## src/rtl/keycode_action_map_if.sv

```systemverilog
// Key report in, registered game actions out, between the HID keycode register and game logic.
interface keycode_action_map_if #(
  parameter int SLOTS = 4
);
  logic [8*SLOTS-1:0] keycode;
  logic [1:0]         move;
  logic               jump;
  logic               jump_pulse;
  logic               shoot;
  logic               restart;
  logic               god;
  logic [3:0]         seq_progress;

  modport master (
    output keycode,
    input  move, jump, jump_pulse, shoot, restart, god, seq_progress
  );

  modport slave (
    input  keycode,
    output move, jump, jump_pulse, shoot, restart, god, seq_progress
  );
endinterface

```

## src/rtl/keycode_action_map.sv

```systemverilog
// Decodes a report of SLOTS keycodes into movement, jump, auto-repeat shoot, restart and a
// sequence-unlocked god latch; every output reflects the report sampled on the previous Clk edge.
module keycode_action_map #(
  parameter int          SLOTS         = 4,
  parameter int          SEQ_LEN       = 5,
  parameter logic [63:0] SEQ_CODES     = 64'h0F_04_11_0C_09,
  parameter int          REPEAT_PERIOD = 8,
  parameter logic [7:0]  KEY_LEFT      = 8'h04,
  parameter logic [7:0]  KEY_RIGHT     = 8'h07,
  parameter logic [7:0]  KEY_JUMP      = 8'h1A,
  parameter logic [7:0]  KEY_SHOOT     = 8'h0D,
  parameter logic [7:0]  KEY_RESTART   = 8'h15,
  parameter logic [7:0]  KEY_CLEAR     = 8'h29
) (
  input logic                 Clk,
  input logic                 Reset,
  keycode_action_map_if.slave bus
);
  typedef enum logic {S_IDLE, S_MATCH} seq_state_t;

  localparam logic [7:0] RPT_LAST  = 8'(REPEAT_PERIOD - 1);
  localparam logic [3:0] SEQ_LAST  = 4'(SEQ_LEN - 1);
  localparam logic [7:0] SEQ_FIRST = SEQ_CODES[7:0];

  function automatic logic has_code(input logic [8*SLOTS-1:0] rpt, input logic [7:0] k);
    logic hit;
    hit = 1'b0;
    for (int s = 0; s < SLOTS; s++) begin
      if (k != 8'h00 && rpt[8*s +: 8] == k) hit = 1'b1;
    end
    return hit;
  endfunction

  logic [8*SLOTS-1:0] r_prev;
  logic               r_last_right;
  logic [7:0]         r_rpt_cnt;
  logic [1:0]         r_move;
  logic               r_jump, r_jump_pulse, r_shoot, r_restart, r_god;
  seq_state_t         r_state, w_state_nxt;
  logic [3:0]         r_idx, w_idx_nxt;

  logic       w_left, w_right, w_new_left, w_new_right;
  logic       w_jump, w_new_jump, w_shoot_held, w_new_shoot;
  logic       w_restart, w_clear, w_new_any;
  logic [1:0] w_move_nxt;
  logic       w_last_right_nxt;
  logic       w_shoot_nxt;
  logic [7:0] w_rpt_nxt;
  logic [7:0] w_step_code;
  logic       w_step_new, w_first_new, w_unlock;

  assign w_left       = has_code(bus.keycode, KEY_LEFT);
  assign w_right      = has_code(bus.keycode, KEY_RIGHT);
  assign w_new_left   = w_left & ~has_code(r_prev, KEY_LEFT);
  assign w_new_right  = w_right & ~has_code(r_prev, KEY_RIGHT);
  assign w_jump       = has_code(bus.keycode, KEY_JUMP);
  assign w_new_jump   = w_jump & ~has_code(r_prev, KEY_JUMP);
  assign w_shoot_held = has_code(bus.keycode, KEY_SHOOT);
  assign w_new_shoot  = w_shoot_held & ~has_code(r_prev, KEY_SHOOT);
  assign w_restart    = has_code(bus.keycode, KEY_RESTART);
  assign w_clear      = has_code(bus.keycode, KEY_CLEAR);

  always_comb begin
    w_new_any = 1'b0;
    for (int s = 0; s < SLOTS; s++) begin
      if (bus.keycode[8*s +: 8] != 8'h00 && !has_code(r_prev, bus.keycode[8*s +: 8]))
        w_new_any = 1'b1;
    end
  end

  // With both keys held, the freshest press wins; a tie keeps the current direction.
  always_comb begin
    w_move_nxt       = 2'b00;
    w_last_right_nxt = r_last_right;
    if (w_right && !w_left) begin
      w_move_nxt = 2'b01;
    end else if (w_left && !w_right) begin
      w_move_nxt = 2'b10;
    end else if (w_left && w_right) begin
      if (w_new_left && !w_new_right)      w_move_nxt = 2'b10;
      else if (w_new_right && !w_new_left) w_move_nxt = 2'b01;
      else if (w_new_left && w_new_right)  w_move_nxt = (r_move == 2'b00) ? 2'b01 : r_move;
      else                                 w_move_nxt = r_last_right ? 2'b01 : 2'b10;
    end
    if (w_new_left && !w_new_right)      w_last_right_nxt = 1'b0;
    else if (w_new_right && !w_new_left) w_last_right_nxt = 1'b1;
    else if (w_new_left && w_new_right)  w_last_right_nxt = (w_move_nxt == 2'b01);
  end

  always_comb begin
    w_shoot_nxt = 1'b0;
    w_rpt_nxt   = 8'd0;
    if (w_new_shoot) begin
      w_shoot_nxt = 1'b1;
    end else if (w_shoot_held) begin
      if (r_rpt_cnt == RPT_LAST) w_shoot_nxt = 1'b1;
      else                       w_rpt_nxt   = r_rpt_cnt + 8'd1;
    end
  end

  // Only fresh presses advance or break the sequence, so holds and releases are neutral.
  always_comb begin
    w_state_nxt = r_state;
    w_idx_nxt   = r_idx;
    w_unlock    = 1'b0;
    w_step_code = SEQ_CODES[{r_idx[2:0], 3'b000} +: 8];
    w_step_new  = has_code(bus.keycode, w_step_code) & ~has_code(r_prev, w_step_code);
    w_first_new = has_code(bus.keycode, SEQ_FIRST) & ~has_code(r_prev, SEQ_FIRST);
    if (w_clear) begin
      w_state_nxt = S_IDLE;
      w_idx_nxt   = 4'd0;
    end else if (w_new_any) begin
      if (w_step_new) begin
        if (r_idx == SEQ_LAST) begin
          w_unlock    = 1'b1;
          w_state_nxt = S_IDLE;
          w_idx_nxt   = 4'd0;
        end else begin
          w_state_nxt = S_MATCH;
          w_idx_nxt   = r_idx + 4'd1;
        end
      end else if (w_first_new) begin
        if (SEQ_LEN == 1) begin
          w_unlock    = 1'b1;
          w_state_nxt = S_IDLE;
          w_idx_nxt   = 4'd0;
        end else begin
          w_state_nxt = S_MATCH;
          w_idx_nxt   = 4'd1;
        end
      end else begin
        w_state_nxt = S_IDLE;
        w_idx_nxt   = 4'd0;
      end
    end
  end

  always_ff @(posedge Clk) begin
    if (Reset) begin
      r_state <= S_IDLE;
      r_idx   <= 4'd0;
    end else begin
      r_state <= w_state_nxt;
      r_idx   <= w_idx_nxt;
    end
  end

  always_ff @(posedge Clk) begin
    if (Reset) begin
      r_prev       <= '0;
      r_last_right <= 1'b1;
      r_rpt_cnt    <= 8'd0;
      r_move       <= 2'b00;
      r_jump       <= 1'b0;
      r_jump_pulse <= 1'b0;
      r_shoot      <= 1'b0;
      r_restart    <= 1'b0;
      r_god        <= 1'b0;
    end else begin
      r_prev       <= bus.keycode;
      r_last_right <= w_last_right_nxt;
      r_rpt_cnt    <= w_rpt_nxt;
      r_move       <= w_move_nxt;
      r_jump       <= w_jump;
      r_jump_pulse <= w_new_jump;
      r_shoot      <= w_shoot_nxt;
      r_restart    <= w_restart;
      if (w_clear)       r_god <= 1'b0;
      else if (w_unlock) r_god <= 1'b1;
    end
  end

  assign bus.move         = r_move;
  assign bus.jump         = r_jump;
  assign bus.jump_pulse   = r_jump_pulse;
  assign bus.shoot        = r_shoot;
  assign bus.restart      = r_restart;
  assign bus.god          = r_god;
  assign bus.seq_progress = r_idx;
endmodule

```

## src/flat_wrapper.sv

```systemverilog
// flat-port wrapper written by rule: the top's interface ports become plain ports
module keycode_action_map_flat 
#(
  parameter int          SLOTS         = 4,
  parameter int          SEQ_LEN       = 5,
  parameter logic [63:0] SEQ_CODES     = 64'h0F_04_11_0C_09,
  parameter int          REPEAT_PERIOD = 8,
  parameter logic [7:0]  KEY_LEFT      = 8'h04,
  parameter logic [7:0]  KEY_RIGHT     = 8'h07,
  parameter logic [7:0]  KEY_JUMP      = 8'h1A,
  parameter logic [7:0]  KEY_SHOOT     = 8'h0D,
  parameter logic [7:0]  KEY_RESTART   = 8'h15,
  parameter logic [7:0]  KEY_CLEAR     = 8'h29
)
  (Clk, Reset, bus_keycode, bus_move, bus_jump, bus_jump_pulse, bus_shoot, bus_restart, bus_god, bus_seq_progress);
  keycode_action_map_if #(.SLOTS(SLOTS)) bus_i ();
  input logic Clk;
  input logic Reset;
  input wire logic [$bits(bus_i.keycode)-1:0] bus_keycode;
  output wire logic [$bits(bus_i.move)-1:0] bus_move;
  output wire logic [$bits(bus_i.jump)-1:0] bus_jump;
  output wire logic [$bits(bus_i.jump_pulse)-1:0] bus_jump_pulse;
  output wire logic [$bits(bus_i.shoot)-1:0] bus_shoot;
  output wire logic [$bits(bus_i.restart)-1:0] bus_restart;
  output wire logic [$bits(bus_i.god)-1:0] bus_god;
  output wire logic [$bits(bus_i.seq_progress)-1:0] bus_seq_progress;
  assign bus_i.keycode = bus_keycode;
  assign bus_move = bus_i.move;
  assign bus_jump = bus_i.jump;
  assign bus_jump_pulse = bus_i.jump_pulse;
  assign bus_shoot = bus_i.shoot;
  assign bus_restart = bus_i.restart;
  assign bus_god = bus_i.god;
  assign bus_seq_progress = bus_i.seq_progress;
  keycode_action_map #(.SLOTS(SLOTS), .SEQ_LEN(SEQ_LEN), .SEQ_CODES(SEQ_CODES), .REPEAT_PERIOD(REPEAT_PERIOD), .KEY_LEFT(KEY_LEFT), .KEY_RIGHT(KEY_RIGHT), .KEY_JUMP(KEY_JUMP), .KEY_SHOOT(KEY_SHOOT), .KEY_RESTART(KEY_RESTART), .KEY_CLEAR(KEY_CLEAR)) u_core (.Clk(Clk), .Reset(Reset), .bus(bus_i));
endmodule
```

## config.mk

```make
export PLATFORM = sky130hd
export DESIGN_NAME = keycode_action_map_flat
export DESIGN_NICKNAME = d
export VERILOG_FILES = /design/src/rtl/keycode_action_map_if.sv /design/src/rtl/keycode_action_map.sv /design/src/flat_wrapper.sv
export SDC_FILE = /design/constraint.sdc
export NUM_CORES = 1
export LEC_CHECK = 0
export BUFFER_PORTS_ARGS = -buffer_cell sky130_fd_sc_hd__clkbuf_2
export CAP_MARGIN = 20
export CORE_MARGIN = 5
export CORE_UTILIZATION = 55
export CTS_CLUSTER_DIAMETER = 100
export DETAILED_ROUTE_END_ITERATION = 10
export GPL_TIMING_DRIVEN = 0
export PLACE_DENSITY = 0.75
export SYNTH_ARGS = -nofsm -noshare
export SYNTH_HDL_FRONTEND = slang
export SYNTH_SLANG_ARGS = --single-unit
```

## constraint.sdc

```tcl
create_clock -name Clk -period 5.9 [get_ports Clk]
set_input_delay 1.18 -clock Clk [delete_from_list [all_inputs] [get_ports Clk]]
set_output_delay 1.18 -clock Clk [all_outputs]
set_load 0.005 [all_outputs]
```

# == After elaboration in Yosys (flattened, before gate mapping) ==
# Index checks and enable logic that the tools add are counted.
# word_totals
ff_bits,52
latch_bits,0
ram_bits,0
mem_bits_ro,0
inputBits,34
output_inout_bits,11
n_memories,0
# classes
n_addsub,2
mul,0
div,0
magnitude_cmp,0
n_eq_ne,75
n_shift,1
mux,97
n_bitwise,13
reduce_logical,51
# op_table
cell,count
== test 8 bit,24
"== test 8 x 3 -> 1 bit, second input constant",17
"== test 8 x 4 -> 1 bit, second input constant",16
"== test 8 x 5 -> 1 bit, second input constant",12
2-to-1 mux 1 bit,87
"variable part select 64 x 7 -> 8 bit, first input constant",1
nonzero test 8 bit,5
logical AND 1 bit,34
"== test 8 x 6 -> 1 bit, second input constant",4
2-to-1 mux 2 bit,8
"adder 8 x 1 -> 8 bit, second input constant",1
zero test 1 bit,8
2-to-1 mux 4 bit,2
inverter 1 bit,7
AND 1 bit,6
"adder 4 x 1 -> 4 bit, second input constant",1
"== test 4 x 3 -> 1 bit, second input constant",1
OR reduction 4 bit,1
nonzero test 3 bit,1
"== test 2 x 1 -> 1 bit, second input constant",1
zero test 2 bit,1
OR reduction 2 bit,1

# == Logic depth before layout (Yosys ltp) ==
# depth
ltp_word,18
mapped_depth,14
ltp_nobuf,10

# == Worst setup path after synthesis ==
# No wires, ideal clock.
# synth_path
kind,input port to flip-flop
from,in bus_keycode[9]
to,reg u_core.r_idx[0] (netlist: u_core.bus.seq_progress[0])
t_arrival_ns,3.156
t_required_ns,5.813
path_slack_ns,2.658
stages,9
n_path_buf,1
path_cell_list,buf_1 > xor2_1 > nor4_1 > nand2_1 > o2111ai_1 > a21oi_1 > nor4_1 > a21oi_1 > a221oi_2
# synth_between
elab_chain_cells,11
elab_cells_between_ends,36
cone_classes,7 x eq/ne; 18 x mux; 2 x bitwise; 9 x reduce/logical
# synth_rtl
element,line_no,rtl
from (decl),flat_wrapper.sv:19,input wire logic [$bits(bus_i.keycode)-1:0] bus_keycode;
== test 8 bit or nonzero test 8 bit (tied branches),"keycode_action_map.sv:29, keycode_action_map.sv:66",
logical AND 1 bit,keycode_action_map.sv:29,if (k != 8'h00 && rpt[8*s +: 8] == k) hit = 1'b1;
2-to-1 mux 1 bit (4 in a row),keycode_action_map.sv:29,
zero test 1 bit,keycode_action_map.sv:66,"if (bus.keycode[8*s +: 8] != 8'h00 && !has_code(r_prev, bus.keycode[8*s +: 8]))"
logical AND 1 bit,keycode_action_map.sv:66,
2-to-1 mux 1 bit (3 in a row),keycode_action_map.sv:66,
to (signal assigned),keycode_action_map.sv:144,r_idx <= w_idx_nxt;
to (decl),keycode_action_map.sv:40,"logic [3:0] r_idx, w_idx_nxt;"
# Parallel ways exist; a longest one is shown, timed or not.
# A chain may end at the register's enable or synchronous reset.

# == Worst setup path in the final report ==
# layout_path
from,reg u_core.r_idx[1] (netlist: u_core.bus.seq_progress[1])
to,reg u_core.r_idx[0] (netlist: u_core.bus.seq_progress[0])
# layout_between
elab_chain_cells,10
elab_cells_between_ends,31
cone_classes,9 x eq/ne; 1 x shift; 10 x mux; 2 x bitwise; 9 x reduce/logical
# layout_rtl
element,line_no,rtl
variable part select 64 x 7 -> 8 bit,keycode_action_map.sv:106,"w_step_code = SEQ_CODES[{r_idx[2:0], 3'b000} +: 8];"
== test 8 bit or nonzero test 8 bit (tied branches),keycode_action_map.sv:29,
logical AND 1 bit,keycode_action_map.sv:29,
2-to-1 mux 1 bit (4 in a row),keycode_action_map.sv:29,
inverter 1 bit,keycode_action_map.sv:107,"w_step_new = has_code(bus.keycode, w_step_code) & ~has_code(r_prev, w_step_code);"
AND 1 bit,keycode_action_map.sv:107,
2-to-1 mux 4 bit (*),keycode_action_map.sv:113,if (w_step_new) begin
# Every way passes the cells marked *; elsewhere a longest branch is shown, timed or not.

==> run metrics <==
final worst path period share 69.4%; global route overflow 0; status finished clean; drc violations 0; Synth Area in XOR/XNOR 26.3%; most common cell in the netlist xnor2_1; Unique masters post-synth 58; yosys warns 0; setup violators final 0; DP HPWL 12800 um; crit path max fanout 10; Synth Register Bits 52; Syn Nets 699; CTS H-tree depth 2; DR vias 5284; most frequent cells after synthesis xnor2_1, xor2_1, clkbuf_1, dfxtp_1, nor2_1; Simple-Gate Fraction of Synth Area 29.5%; IO buf count 30; synth top area cells dfxtp_1, xnor2_1, xor2_1, nor2b_1, nand4_1; clk buf depth 2; WL/cell 21.4 um; power per cell area 175 nW/um2; DRT Wirelength 17300 um; TritonRoute pass-1 iters 5; Post-Synth Adder-Cell Area 1.02%; min Tclk post-route 4.10 ns; Final Max Slew Viols 0; Worst Hold Path EP u_core.r_rpt_cnt[0]; post-synthesis mux area share 0.410%; Die Ht 104 um; RR Endpoint u_core.bus.seq_progress[0]; unrepaired setup endpoints after global routing false; leading area contributor after synthesis dfxtp_1; CP required 6.13 ns; ANT cells 0; first-pass GRT wire length 26900 um; Worst-Skew Late Latency 0.32 ns; sequential area share after synthesis 21.3%; Layout Nets 737; setup TNS 0 ns; CP Capture Type flip-flop; Final Hold Fails 0; Hold Path Cell Cnt 1; max-cap viol count 0; Post-synth EDFFs 0; Top FF cell, synth dfxtp_1; vias in the first global route 5106; CTS sink cnt 52; Hold Crit Start u_core.r_rpt_cnt[0]; core area 8680 um2; Die ar. 10900 um2; CP startpoint kind flip-flop; Arr. time, crit path 4.33 ns; CTS Hold Bufs 0; post-CTS setup buffers 0; compound-cell area share of the yosys netlist 13.2%; Fmax 244 MHz; largest family of logic cells by synthesized area simple AND/OR/NAND/NOR gates; Final Skew 0.00823 ns; Core Rows 34; worst slew pin tran 0.766 ns; Ports 45; Syn Inst Count 661; Reg2Reg Depth 14; critical path type reg2reg; HP Class reg2reg; Routability Congestion 1.03; layout cells sized above 1 8.14%; DRT iter0 DRCs 605; Initial Utilization 56.3%; top cell type's share of synthesized area 21.3%; vias per cell 6.54; Die X 104 um; Mean Syn Cell Area 7.40 um2; P_leak 1.79 nW; mapped cell area 4890 um2; Hold WS 0.445 ns; Worst VDD drop 105 uV; CTS Root Cell clkbuf_8; CTS tree yes; area grow syn2layout 8.75%; Reg-to-Reg Start u_core.bus.seq_progress[1]; pin count of the biggest net entering global routing 18; post-cts resize count 0; Synth async-reset ratio 0%; number of routed nets with antenna violations 0; clock transition at the registers of the reported paths 0.10 ns; initial antenna violation count 0; Reg2Reg Setup Slack 1.80 ns; Global Route Usage Sum 30.8%; CTS Buf Count 5; relative slew slack 48.6%
## power by group
part / total [mW] / switching, mW / internal, mW
Clock: 0.306 / 0.135 / 0.171
Combinational: 0.256 / 0.162 / 0.0941
Sequential: 0.368 / 0.00521 / 0.363
Total: 0.930 / 0.302 / 0.628
## cells by family (layout without fill, tap and decap cells)
logic type	Yosys count	in the layout
DFF	52	52
buffers and inverters	102	141
xor gates and xnor gates	147	147
adders and majority gates	4	4
AOI/OAI and AO/OA	96	96
and+or+nand+nor	258	258
muxes	2	2
## how the worst max path moves through the flow
stage / startpoint / to
2_1_floorplan: bus_keycode[9] / u_core.bus.seq_progress[0]
3_3_place_gp: bus_keycode[9] / u_core.bus.seq_progress[0]
3_5_place_dp: u_core.bus.seq_progress[1] / u_core.bus.seq_progress[0]
4_1_cts: u_core.bus.seq_progress[1] / u_core.bus.seq_progress[0]
5_1_grt: u_core.bus.seq_progress[1] / u_core.bus.seq_progress[2]
6_report: u_core.bus.seq_progress[1] / u_core.bus.seq_progress[0]
## area by class of cell
type	instances	area (um2)
plain buffers	82	325
clock buffers	5	68.8
clock inverters	3	68.8
fillers	858	3360
inverters	20	75.1
multi-input cells	507	3450
flip-flops and latches	52	1040
well taps	108	135
repair buffers	31	155
## metrics by stage
step | total power, mW | instance area (um2) | instances | utilization [%] | worst slack [ns]
after global placement | 0.617 | 5170 | 799 | 59.6 | 1.59
after detailed placement | 0.623 | 5180 | 800 | 59.7 | 1.88
final | 0.930 | 5320 | 808 | 61.3 | 1.80
after floorplan | 0.556 | 4890 | 661 | - | 2.66
after CTS | 0.928 | 5320 | 808 | 61.3 | 1.84
after global routing | 0.968 | 5320 | 808 | 61.3 | 1.51
## cells in the final DEF (no fill, tap or decap), types with 3 or more instances in the layout
cell type,count
buf_1,20
nand4_1,35
nand2b_1,5
dfxtp_1,52
and3_1,3
nand3b_1,4
nor2b_1,36
nand4b_1,3
inv_1,19
xor2_1,57
ha_1,4
clkbuf_8,5
a211oi_1,3
clkbuf_1,52
nor4_1,27
o21ai_0,17
a41oi_1,4
buf_2,9
or4_1,4
or3_1,4
nor3_1,19
nor3b_1,6
nor2_1,44
nand3_1,18
o211ai_1,3
a221oi_1,3
clkbuf_2,30
nand2_1,33
a2bb2oi_1,3
o22ai_1,8
xnor2_1,90
o31ai_1,5
a31oi_1,10
a21oi_1,21
nor4bb_1,4
o221ai_1,4
## critical path: stages (launching register included)
cell,delay (ns)
dfxtp_1,0.40
buf_4,0.19
clkbuf_1,0.49
inv_1,0.11
ha_1,0.24
buf_2,0.20
clkbuf_1,0.27
nand2_1,0.18
o21ai_1,0.09
xor2_1,0.15
nor4_1,0.49
nor4_1,0.11
nor4_2,0.66
a21oi_1,0.18
a221oi_2,0.26
## registers in the layout, indices dropped and copies added, names as in the netlist, 2 cells and up
signal / count
u_core.r_prev: 32
u_core.r_rpt_cnt: 8
u_core.bus.move: 2
u_core.bus.seq_progress: 4
## per-layer routing
layer	share of wire [%]	routed length [um]	global-route usage [%]
met1	39	6690	38.3
met2	45	7750	48.1
met3	11	1870	7.45
met4	5.9	1020	17.9
met5	0	0	0
Power figures use the tool's default switching activity.
